## config.mk

```make
export PLATFORM = sky130hd
export DESIGN_NAME = seq_alu_core
export DESIGN_NICKNAME = d
export VERILOG_FILES = /design/src/rtl/alu_pkg.sv /design/src/rtl/seq_mul.sv /design/src/rtl/seq_alu_core.sv
export SDC_FILE = /design/constraint.sdc
export NUM_CORES = 1
export LEC_CHECK = 0
export CORE_AREA = 2 2 68 70
export DETAILED_ROUTE_END_ITERATION = 16
export DIE_AREA = 0 0 70 72
export RECOVER_POWER = 25
export SYNTH_ARGS = -nofsm -noshare
export SYNTH_HDL_FRONTEND = slang
export SYNTH_HIERARCHICAL = 1
export SYNTH_SLANG_ARGS = --single-unit
```

## constraint.sdc

```tcl
create_clock -name clk -period 2.2 [get_ports clk]
set_input_delay 0.44 -clock clk [delete_from_list [all_inputs] [get_ports clk]]
set_output_delay 0.44 -clock clk [all_outputs]
set_load 0.01 [all_outputs]
```

## src/rtl/alu_pkg.sv

```systemverilog
// rtl/alu_pkg.sv - shared opcode, FSM state and flag types for seq_alu_core
package alu_pkg;

    typedef enum logic [2:0] {
        OP_ADD = 3'd0,
        OP_SUB = 3'd1,
        OP_AND = 3'd2,
        OP_OR  = 3'd3,
        OP_XOR = 3'd4,
        OP_SHL = 3'd5,
        OP_SHR = 3'd6,
        OP_MUL = 3'd7
    } alu_op_e;

    typedef enum logic [1:0] {
        ST_IDLE = 2'd0,
        ST_EXEC = 2'd1,
        ST_MUL  = 2'd2,
        ST_DONE = 2'd3
    } alu_state_e;

    typedef struct packed {
        logic carry;
        logic zero;
        logic ovf;
        logic err;
    } alu_flags_t;

endpackage

```

## src/rtl/seq_mul.sv

```systemverilog
// rtl/seq_mul.sv - shift-add multiplier, one multiplier bit per cycle
module seq_mul #(
    parameter int WIDTH = 4
) (
    input  logic                 clk,
    input  logic                 reset,
    input  logic                 start,
    input  logic [WIDTH-1:0]     a,
    input  logic [WIDTH-1:0]     b,
    output logic                 busy,
    output logic                 done,
    output logic [2*WIDTH-1:0]   product
);
    localparam int CNT_W = $clog2(WIDTH + 1);

    logic [2*WIDTH-1:0] mcand_q, mcand_d;
    logic [2*WIDTH-1:0] prod_q, prod_d;
    logic [WIDTH-1:0]   mplier_q, mplier_d;
    logic [CNT_W-1:0]   cnt_q, cnt_d;
    logic               done_q, done_d;

    always_comb begin
        mcand_d  = mcand_q;
        prod_d   = prod_q;
        mplier_d = mplier_q;
        cnt_d    = cnt_q;
        done_d   = 1'b0;
        if (start) begin
            mcand_d  = {{WIDTH{1'b0}}, a};
            mplier_d = b;
            prod_d   = '0;
            cnt_d    = CNT_W'(WIDTH);
        end else if (cnt_q != '0) begin
            if (mplier_q[0]) begin
                prod_d = prod_q + mcand_q;
            end
            mcand_d  = mcand_q << 1;
            mplier_d = mplier_q >> 1;
            cnt_d    = cnt_q - CNT_W'(1);
            done_d   = (cnt_q == CNT_W'(1));
        end
    end

    always_ff @(posedge clk) begin
        if (reset) begin
            mcand_q  <= '0;
            prod_q   <= '0;
            mplier_q <= '0;
            cnt_q    <= '0;
            done_q   <= 1'b0;
        end else begin
            mcand_q  <= mcand_d;
            prod_q   <= prod_d;
            mplier_q <= mplier_d;
            cnt_q    <= cnt_d;
            done_q   <= done_d;
        end
    end

    assign busy    = (cnt_q != '0);
    assign done    = done_q;
    assign product = prod_q;

endmodule

```

## src/rtl/seq_alu_core.sv

```systemverilog
// rtl/seq_alu_core.sv - handshaked sequential ALU with accumulator; ALU_MUL_EN adds multi-cycle MUL
module seq_alu_core
    import alu_pkg::*;
#(
    parameter int WIDTH = 4
) (
    input  logic             clk,
    input  logic             reset,
    input  logic             in_valid,
    output logic             in_ready,
    input  logic [2:0]       op,
    input  logic [WIDTH-1:0] a,
    input  logic [WIDTH-1:0] b,
    input  logic             use_acc,
    output logic             out_valid,
    input  logic             out_ready,
    output logic [WIDTH-1:0] result,
    output logic             carry,
    output logic             zero,
    output logic             ovf,
    output logic             err
);
    localparam int SHAMT_W = $clog2(WIDTH);

    alu_state_e       state_q, state_d;
    alu_op_e          op_q, op_d;
    logic [WIDTH-1:0] a_q, a_d, b_q, b_d;
    logic [WIDTH-1:0] acc_q, acc_d, result_q, result_d;
    alu_flags_t       flags_q, flags_d;
    logic [WIDTH-1:0] a_sel;

    logic [WIDTH:0]     sum, diff;
    logic [2*WIDTH-1:0] shl_w, shr_w;
    logic [SHAMT_W-1:0] shamt;
    logic               shamt_ok;
    logic [WIDTH-1:0]   exec_res;
    alu_flags_t         exec_flags;

    assign a_sel = use_acc ? acc_q : a;

`ifdef ALU_MUL_EN
    logic               mul_start, mul_busy, mul_done;
    logic [2*WIDTH-1:0] mul_prod;

    // Operands go straight from the ports so the multiply starts on the accept edge.
    assign mul_start = (state_q == ST_IDLE) && in_valid && (alu_op_e'(op) == OP_MUL);

    seq_mul #(.WIDTH(WIDTH)) u_mul (
        .clk     (clk),
        .reset   (reset),
        .start   (mul_start),
        .a       (a_sel),
        .b       (b),
        .busy    (mul_busy),
        .done    (mul_done),
        .product (mul_prod)
    );
`endif

    always_comb begin
        sum        = {1'b0, a_q} + {1'b0, b_q};
        diff       = {1'b0, a_q} - {1'b0, b_q};
        shamt      = b_q[SHAMT_W-1:0];
        shamt_ok   = ({1'b0, b_q} < (WIDTH+1)'(WIDTH));
        shl_w      = {{WIDTH{1'b0}}, a_q} << shamt;
        shr_w      = {a_q, {WIDTH{1'b0}}} >> shamt;
        exec_res   = '0;
        exec_flags = '0;
        case (op_q)
            OP_ADD: begin
                exec_res         = sum[WIDTH-1:0];
                exec_flags.carry = sum[WIDTH];
                exec_flags.ovf   = (a_q[WIDTH-1] == b_q[WIDTH-1]) && (sum[WIDTH-1] != a_q[WIDTH-1]);
            end
            OP_SUB: begin
                exec_res         = diff[WIDTH-1:0];
                exec_flags.carry = diff[WIDTH];
                exec_flags.ovf   = (a_q[WIDTH-1] != b_q[WIDTH-1]) && (diff[WIDTH-1] != a_q[WIDTH-1]);
            end
            OP_AND: exec_res = a_q & b_q;
            OP_OR:  exec_res = a_q | b_q;
            OP_XOR: exec_res = a_q ^ b_q;
            // Bit WIDTH / WIDTH-1 of the widened shift is the last bit pushed out.
            OP_SHL: if (shamt_ok) begin
                exec_res         = shl_w[WIDTH-1:0];
                exec_flags.carry = (shamt != '0) && shl_w[WIDTH];
            end
            OP_SHR: if (shamt_ok) begin
                exec_res         = shr_w[2*WIDTH-1:WIDTH];
                exec_flags.carry = (shamt != '0) && shr_w[WIDTH-1];
            end
            default: exec_flags.err = 1'b1;
        endcase
        exec_flags.zero = (exec_res == '0);
    end

    always_comb begin
        state_d   = state_q;
        op_d      = op_q;
        a_d       = a_q;
        b_d       = b_q;
        acc_d     = acc_q;
        result_d  = result_q;
        flags_d   = flags_q;
        in_ready  = 1'b0;
        out_valid = 1'b0;
        case (state_q)
            ST_IDLE: begin
                in_ready = 1'b1;
                if (in_valid) begin
                    op_d = alu_op_e'(op);
                    a_d  = a_sel;
                    b_d  = b;
`ifdef ALU_MUL_EN
                    state_d = (alu_op_e'(op) == OP_MUL) ? ST_MUL : ST_EXEC;
`else
                    state_d = ST_EXEC;
`endif
                end
            end
            ST_EXEC: begin
                result_d = exec_res;
                flags_d  = exec_flags;
                state_d  = ST_DONE;
            end
`ifdef ALU_MUL_EN
            ST_MUL: if (mul_done && !mul_busy) begin
                result_d      = mul_prod[WIDTH-1:0];
                flags_d.carry = 1'b0;
                flags_d.zero  = (mul_prod[WIDTH-1:0] == '0);
                flags_d.ovf   = (mul_prod[2*WIDTH-1:WIDTH] != '0);
                flags_d.err   = 1'b0;
                state_d       = ST_DONE;
            end
`endif
            ST_DONE: begin
                out_valid = 1'b1;
                if (out_ready) begin
                    acc_d   = result_q;
                    state_d = ST_IDLE;
                end
            end
            default: state_d = ST_IDLE;
        endcase
    end

    always_ff @(posedge clk) begin
        if (reset) begin
            state_q  <= ST_IDLE;
            op_q     <= OP_ADD;
            a_q      <= '0;
            b_q      <= '0;
            acc_q    <= '0;
            result_q <= '0;
            flags_q  <= '0;
        end else begin
            state_q  <= state_d;
            op_q     <= op_d;
            a_q      <= a_d;
            b_q      <= b_d;
            acc_q    <= acc_d;
            result_q <= result_d;
            flags_q  <= flags_d;
        end
    end

    assign result = result_q;
    assign carry  = flags_q.carry;
    assign zero   = flags_q.zero;
    assign ovf    = flags_q.ovf;
    assign err    = flags_q.err;

endmodule

```

==> flow_metrics.py, run 1 <==
metrics = {
    "setup_path": {
        "worst-r2r-cell-count": 10,
        "worst_path_max_delay_cell": "fa_1",
        "path_buf_inv": 2,
        "critPathMostFrequentCell": "inv_1",
        "crit_type": "reg -> reg",
        "slowest_delay_ps": 400,
        "arrival_ps": 2250,
        "required_ps": 2420,
        "rrSetupSlack_ps": 160,
        "critPathMaxFanout": 3,
        "critPathTopFamily": "adder cells",
        "cp-end-kind": "flop",
        "path_cells": "inv_1 -> ha_1 -> inv_1 -> fa_1 -> mux2i_1 -> nor2_1 -> a31oi_1 -> o221ai_2 -> nor3b_2 -> a31o_1",
        "startpoint": "a_q[0]$_SDFFE_PP0P_",
        "reg2reg_from": "a_q[0]$_SDFFE_PP0P_",
        "r2r_end": "zero$_SDFFE_PP0P_",
        "startpoint_type": "flop",
    },
    "yosys": {
        "synth_ff_type": "dfxtp_1",
        "yosysUniqueCellTypes": 47,
        "yosys_warnings": 6,
        "syn_area_um2": 1720,
        "ys_seq_area_share_pct": 29.1,
        "synthArstFlopShare_pct": 0,
        "postSynthAreaPerCell_um2": 7.93,
        "synth_nets": 248,
        "synth_edf_count": 0,
        "postSynthCellCount": 217,
        "yosys_register_bits": 25,
    },
    "floorplanning": {
        "die_area_um2": 5040,
        "dieWidth_um": 70,
        "pin_count": 26,
        "coreArea_um2": 4260,
        "initial_core_util_pct": 40.3,
        "die_h_um": 72,
        "num_rows": 24,
    },
    "cts": {
        "cts_tree": "done",
        "insertion_delay_ps": 270,
        "cts_sinks": 25,
        "postCtsSetupBuffers": 0,
        "cts_max_level": 1,
        "max-clock-path-buffers": 2,
        "path_clk_slew_ps": 90,
        "cts_root_buffer": "clkbuf_8",
        "cts_buffers": 3,
    },
    "cells_and_area": {
        "num_antenna_cells": 0,
        "final_net_count": 278,
        "area_growth_pct": 22.4,
        "n_fill_cell": 420,
        "drive_gt1_share_pct": 9.76,
        "utilization_pct": 49.4,
    },
    "timing": {
        "rsz0062_at_grt": "no",
        "fin_setup_tns_ps": 0,
        "fin_crit_sh_pct": 92.7,
        "final_hold_viol_count": 0,
        "setup_violations": 0,
        "max_clock_freq_mhz": 490,
        "slew-limit-headroom_pct": 66.7,
        "tightest_slew_ps": 499,
        "layout_setup_ws_ps": 161,
        "fin_crit_ps": 2040,
        "skew_ps": 7.81,
        "slew_viol_final": 0,
    },
    "power": {
        "comb_power_share_pct": 32.0,
        "power_switching_uw": 387,
        "p_sw_share_pct": 32.8,
        "leakagePower_uw": 0.000818,
        "p_int_uw": 793,
        "powerDensity_nw_per_um2": 560,
        "seqPwrFrac_pct": 44.6,
        "finalPower_uw": 1180,
        "ir_drop_mv": 0.291,
        "power.share.clock_pct": 23.4,
    },
    "drt": {
        "wl_um": 4140,
        "num_vias": 1588,
        "drtIter0Drc": 83,
        "wl_per_cell_um": 13.9,
        "antenna_left": 0,
        "first_pass_iters": 4,
        "drc_errors": 0,
        "vias_per_cell": 5.33,
    },
    "global_route": {
        "grt_pass1_wl_um": 7120,
        "grt_usage_pct": 17.2,
        "grt-ovfl-total": 0,
        "grt_max_degree": 17,
        "antenna_found_initial": 0,
        "grt_pass1_vias": 1511,
    },
    "hold_path": {
        "hold_path.class": "reg -> reg",
        "whs_endpoint": "err$_SDFFE_PP0P_",
        "hold_depth": 2,
        "hold_start": "err$_SDFFE_PP0P_",
    },
    "place": {
        "dp_hpwl_um": 3220,
        "gp_congestion": 0.873,
        "io_buffers": 25,
        "dp_worst_setup_slack_ps": 116,
    },
    "outcome": {
        "status": "finished clean",
    },
    "job": {
        "drv_cap": 0,
    },
}
## metrics by stage
step / instances / area [um2] / hold slack [ps]
after floorplan: 217 / 1720 / 464
after global placement: 294 / 2050 / 441
after detailed placement: 294 / 2050 / 447
after CTS: 298 / 2100 / 459
after global routing: 298 / 2110 / 486
final: 298 / 2110 / 455
## registers in the layout, summed over array words and instances, names as in the netlist, 2 cells and up
name and flops:
acc_q 4, b_q 4, a_q 4, state_q 2, op_q 3, result 4
## worst max-delay path by stage
stage / end / cells past startpoint
global route: zero$_SDFFE_PP0P_ / 8
detailed placement: zero$_SDFFE_PP0P_ / 10
finish: zero$_SDFFE_PP0P_ / 10
CTS: zero$_SDFFE_PP0P_ / 10
floorplan: zero$_SDFFE_PP0P_ / 9
global placement: zero$_SDFFE_PP0P_ / 10
## worst reg2reg max path, stage by stage (launching register included)
cell	delay (ps)
dfxtp_2	350
inv_1	60
ha_1	220
inv_1	70
fa_1	400
mux2i_1	140
nor2_1	50
a31oi_1	210
o221ai_2	150
nor3b_2	200
a31o_1	150
## placed cells by master, fill, tap and decap left out, drive strengths merged, types with 2 or more instances in the layout
master / instances
o211ai: 2
nor3: 5
nor2: 26
o22ai: 2
o21ai: 12
dlygate4sd3: 2
nor3b: 2
buf: 12
xor2: 2
nand2: 25
inv: 14
nand2b: 5
nand3: 3
a211oi: 8
nand3b: 2
clkdlybuf4s50: 23
clkbuf: 5
mux2i: 12
fa: 2
a21o: 2
a2bb2oi: 2
ha: 13
o221ai: 2
nand4: 2
a31oi: 2
a21oi: 20
dfxtp: 25
## layout make-up
cell class	instances	area [um2]	share of cell area [%]
clock buffers	4	45.0	2.14
inverters	14	52.6	2.50
multi-input cells	165	1100	52.1
flip-flops and latches	25	502	23.8
well taps	52	65.1	3.09
repair buffers	38	344	16.3
## power groups by stage
stage,Clock [uW],Sequential (uW),Combinational (uW)
5_1_grt,313,532,424
3_3_place_gp,0,535,375
4_1_cts,282,526,376
2_1_floorplan,0,533,242
6_report,277,526,377
3_5_place_dp,0,535,375
## logic make-up (layout without fill, tap and decap cells)
logic type | after synthesis | in the layout | share of synthesized area (%)
flip-flops | 25 | 25 | 29.1
AND/OR/NAND/NOR | 74 | 74 | 19.9
buffers and inverters | 27 | 56 | 7.78
adder cells (fa/ha/maj) | 15 | 15 | 11.8
XOR/XNOR | 3 | 3 | 1.53
multiplexers | 12 | 12 | 6.98
AO/OA/AOI/OAI | 61 | 61 | 22.9
## timing repair
action / CTS / global route
setup endpoints to repair: 0 / 1
hold buffers: 0 / 0
gates resized for setup: 0 / 3
## per-layer routing
metal | GRT usage (%) | wire length, um
met1 | 23.3 | 2070
met4 | 3.85 | 38
met3 | 2.92 | 191
met5 | 0 | 0
met2 | 29.0 | 1850
## Yosys cell counts (all sizes together) (3+ instances only)
library cell / instances / area [um2]
nand2: 25 / 93.8
mux2i: 12 / 120
dfxtp: 25 / 500
nand3: 3 / 15.0
ha: 13 / 163
a21oi: 20 / 100
a211oi: 8 / 65.1
nor3: 5 / 25.0
buf: 11 / 73.8
nand2b: 5 / 31.3
inv: 14 / 52.6
nor2: 26 / 105
o21ai: 12 / 60.1
(Power assumes the default switching activity.)
==> inputs of run 2 (changes only) <==
--- a/config.mk
+++ b/config.mk
@@ -8,6 +8,7 @@
 export CORE_AREA = 2 2 68 70
 export DETAILED_ROUTE_END_ITERATION = 16
 export DIE_AREA = 0 0 70 72
+export PLACE_DENSITY_LB_ADDON = 0.25
 export RECOVER_POWER = 25
 export SYNTH_ARGS = -nofsm -noshare
 export SYNTH_HDL_FRONTEND = slang
==> run 2 against run 1 <==
Effect of this change:
- clock skew down 3.7 ps
- sequential share of layout area about the same
- combinational power is essentially flat
- final area is 0.18% higher
- global-route usage is 0.12 points higher
- core utilization is 0.088 points higher
- routed wire length up 1.2%
- power fell by 0.22%
==> flow_metrics.py, run 2 (synthesis results as in run 1) <==
metrics = {
    "outcome": {
        "status": "finished clean",
    },
    "floorplanning": {
        "initial_core_util_pct": 40.3,
        "num_rows": 24,
        "die_h_um": 72,
        "dieWidth_um": 70,
        "pin_count": 26,
        "die_area_um2": 5040,
        "coreArea_um2": 4260,
    },
    "power": {
        "power_switching_uw": 384,
        "p_int_uw": 793,
        "ir_drop_mv": 0.384,
        "power.share.clock_pct": 23.3,
        "seqPwrFrac_pct": 44.5,
        "comb_power_share_pct": 32.3,
        "powerDensity_nw_per_um2": 558,
        "p_sw_share_pct": 32.6,
        "leakagePower_uw": 0.000823,
    },
    "hold_path": {
        "whs_endpoint": "err$_SDFFE_PP0P_",
        "hold_path.class": "reg -> reg",
        "hold_depth": 2,
        "hold_start": "err$_SDFFE_PP0P_",
    },
    "global_route": {
        "use_met1_pct": 23.1,
        "grt_max_degree": 16,
        "grt_pass1_wl_um": 7090,
        "grt_use_met3_pct": 1.53,
        "antenna_found_initial": 0,
        "grt-ovfl-total": 0,
        "grt_usage_pct": 17.3,
        "use_met2_pct": 29.2,
        "gr-max-usage-layer": "met2",
        "grt_pass1_vias": 1504,
    },
    "setup_path": {
        "arrival_ps": 2260,
        "r2r_end": "zero$_SDFFE_PP0P_",
        "critPathMaxFanout": 5,
        "cp-end-kind": "flop",
        "required_ps": 2420,
        "rrSetupSlack_ps": 150,
        "reg2reg_from": "a_q[1]$_SDFFE_PP0P_",
        "worst-r2r-cell-count": 7,
        "startpoint_type": "flop",
        "crit_type": "reg -> reg",
    },
    "cells_and_area": {
        "n_fill_cell": 445,
        "final_cell_mix": "nor2_1, nand2_1, dfxtp_1, clkdlybuf4s50_1, a21oi_1",
        "drive_gt1_share_pct": 9.24,
        "area_growth_pct": 22.6,
        "num_antenna_cells": 0,
        "final_area_um2": 2110,
        "final_net_count": 281,
    },
    "place": {
        "io_buffers": 25,
        "dp_worst_setup_slack_ps": 136,
        "postPlaceCellArea_um2": 2070,
        "dp_hpwl_um": 3270,
        "gp_congestion": 0.907,
    },
    "drt": {
        "num_vias": 1619,
        "wl_um": 4190,
        "first_pass_iters": 4,
        "wl_per_cell_um": 13.9,
        "antenna_left": 0,
        "drtIter0Drc": 77,
        "drc_errors": 0,
        "vias_per_cell": 5.38,
    },
    "timing": {
        "layout_setup_ws_ps": 153,
        "rsz0062_at_grt": "no",
        "setup_violations": 0,
        "fin_crit_sh_pct": 93.1,
        "slew_viol_final": 0,
        "fin_crit_ps": 2050,
        "tightest_slew_ps": 537,
        "final_hold_viol_count": 0,
        "skew_ps": 4.07,
        "slew-limit-headroom_pct": 64.2,
        "max_clock_freq_mhz": 488,
        "fin_setup_tns_ps": 0,
    },
    "cts": {
        "cts_sinks": 25,
        "cts_root_buffer": "clkbuf_8",
        "insertion_delay_ps": 270,
        "cts_max_level": 1,
        "max-clock-path-buffers": 2,
        "cts_tree": "done",
        "hold_buffers": 0,
        "path_clk_slew_ps": 90,
        "cts_buffers": 3,
    },
    "job": {
        "drv_cap": 0,
    },
}
## run 2: cell count changes in the layout (fill, tap and decap cells not counted)
cell / delta
clkbuf_1: +2
nor3b_2: -1
o221ai_1: +1
clkdlybuf4s50_1: +1
nor3b_1: +1
buf_4: +1
dlygate4sd3_1: -1
o221ai_2: -1
## run 2: per-layer routing
layer / wire [um] / vias to the layer above
met2: 2000 / 37
li1: - / 825
met3: 134 / 9
met4: 85 / 0
met5: 0 / -
met1: 1970 / 748
## run 2: critical path, stage by stage (launching register included)
cell,delay [ps]
dfxtp_1,380
buf_4,180
fa_1,440
nor2b_1,150
xnor2_1,130
a311o_1,360
a21oi_1,190
a31o_1,160
## run 2: worst max-delay path by stage
stage / slack, ps / endpoint / startpoint / depth (start not counted)
global route: 10 / zero$_SDFFE_PP0P_ / a_q[0]$_SDFFE_PP0P_ / 10
global placement: 200 / zero$_SDFFE_PP0P_ / a_q[0]$_SDFFE_PP0P_ / 10
CTS: 110 / zero$_SDFFE_PP0P_ / a_q[0]$_SDFFE_PP0P_ / 10
detailed placement: 140 / zero$_SDFFE_PP0P_ / a_q[0]$_SDFFE_PP0P_ / 10
floorplan: 170 / zero$_SDFFE_PP0P_ / b_q[1]$_SDFFE_PP0P_ / 9
finish: 150 / zero$_SDFFE_PP0P_ / a_q[1]$_SDFFE_PP0P_ / 7
## run 2: per-stage QoR
step / cells / hold WS (ps) / total power, uW / util (%)
detailed placement: 297 / 452 / 914 / 48.7
global route: 301 / 501 / 1250 / 49.5
floorplan: 217 / 464 / 775 / -
CTS: 301 / 464 / 1190 / 49.7
finish: 301 / 462 / 1180 / 49.5
global placement: 297 / 445 / 914 / 48.7
## run 2: power groups by stage
| stage | registers (uW) | logic, uW | clock network [uW] |
|---|---|---|---|
| 2_1_floorplan | 533 | 242 | 0 |
| 3_3_place_gp | 533 | 381 | 0 |
| 3_5_place_dp | 533 | 381 | 0 |
| 4_1_cts | 523 | 384 | 282 |
| 5_1_grt | 530 | 425 | 297 |
| 6_report | 523 | 380 | 274 |
## run 2: cell type report
type | count | area [um2] | share of cell area, %
multi-input cells | 165 | 1090 | 51.5
flip-flops and latches | 25 | 502 | 23.8
repair buffers | 41 | 359 | 17.0
well taps | 52 | 65.1 | 3.08
inverters | 14 | 52.6 | 2.49
clock buffers | 4 | 45.0 | 2.14
## run 2: what timing repair did
item / CTS / global route
endpoints found under the setup margin: 0 / 1
resized for setup: 0 / 1
buffers inserted: 0 / 0
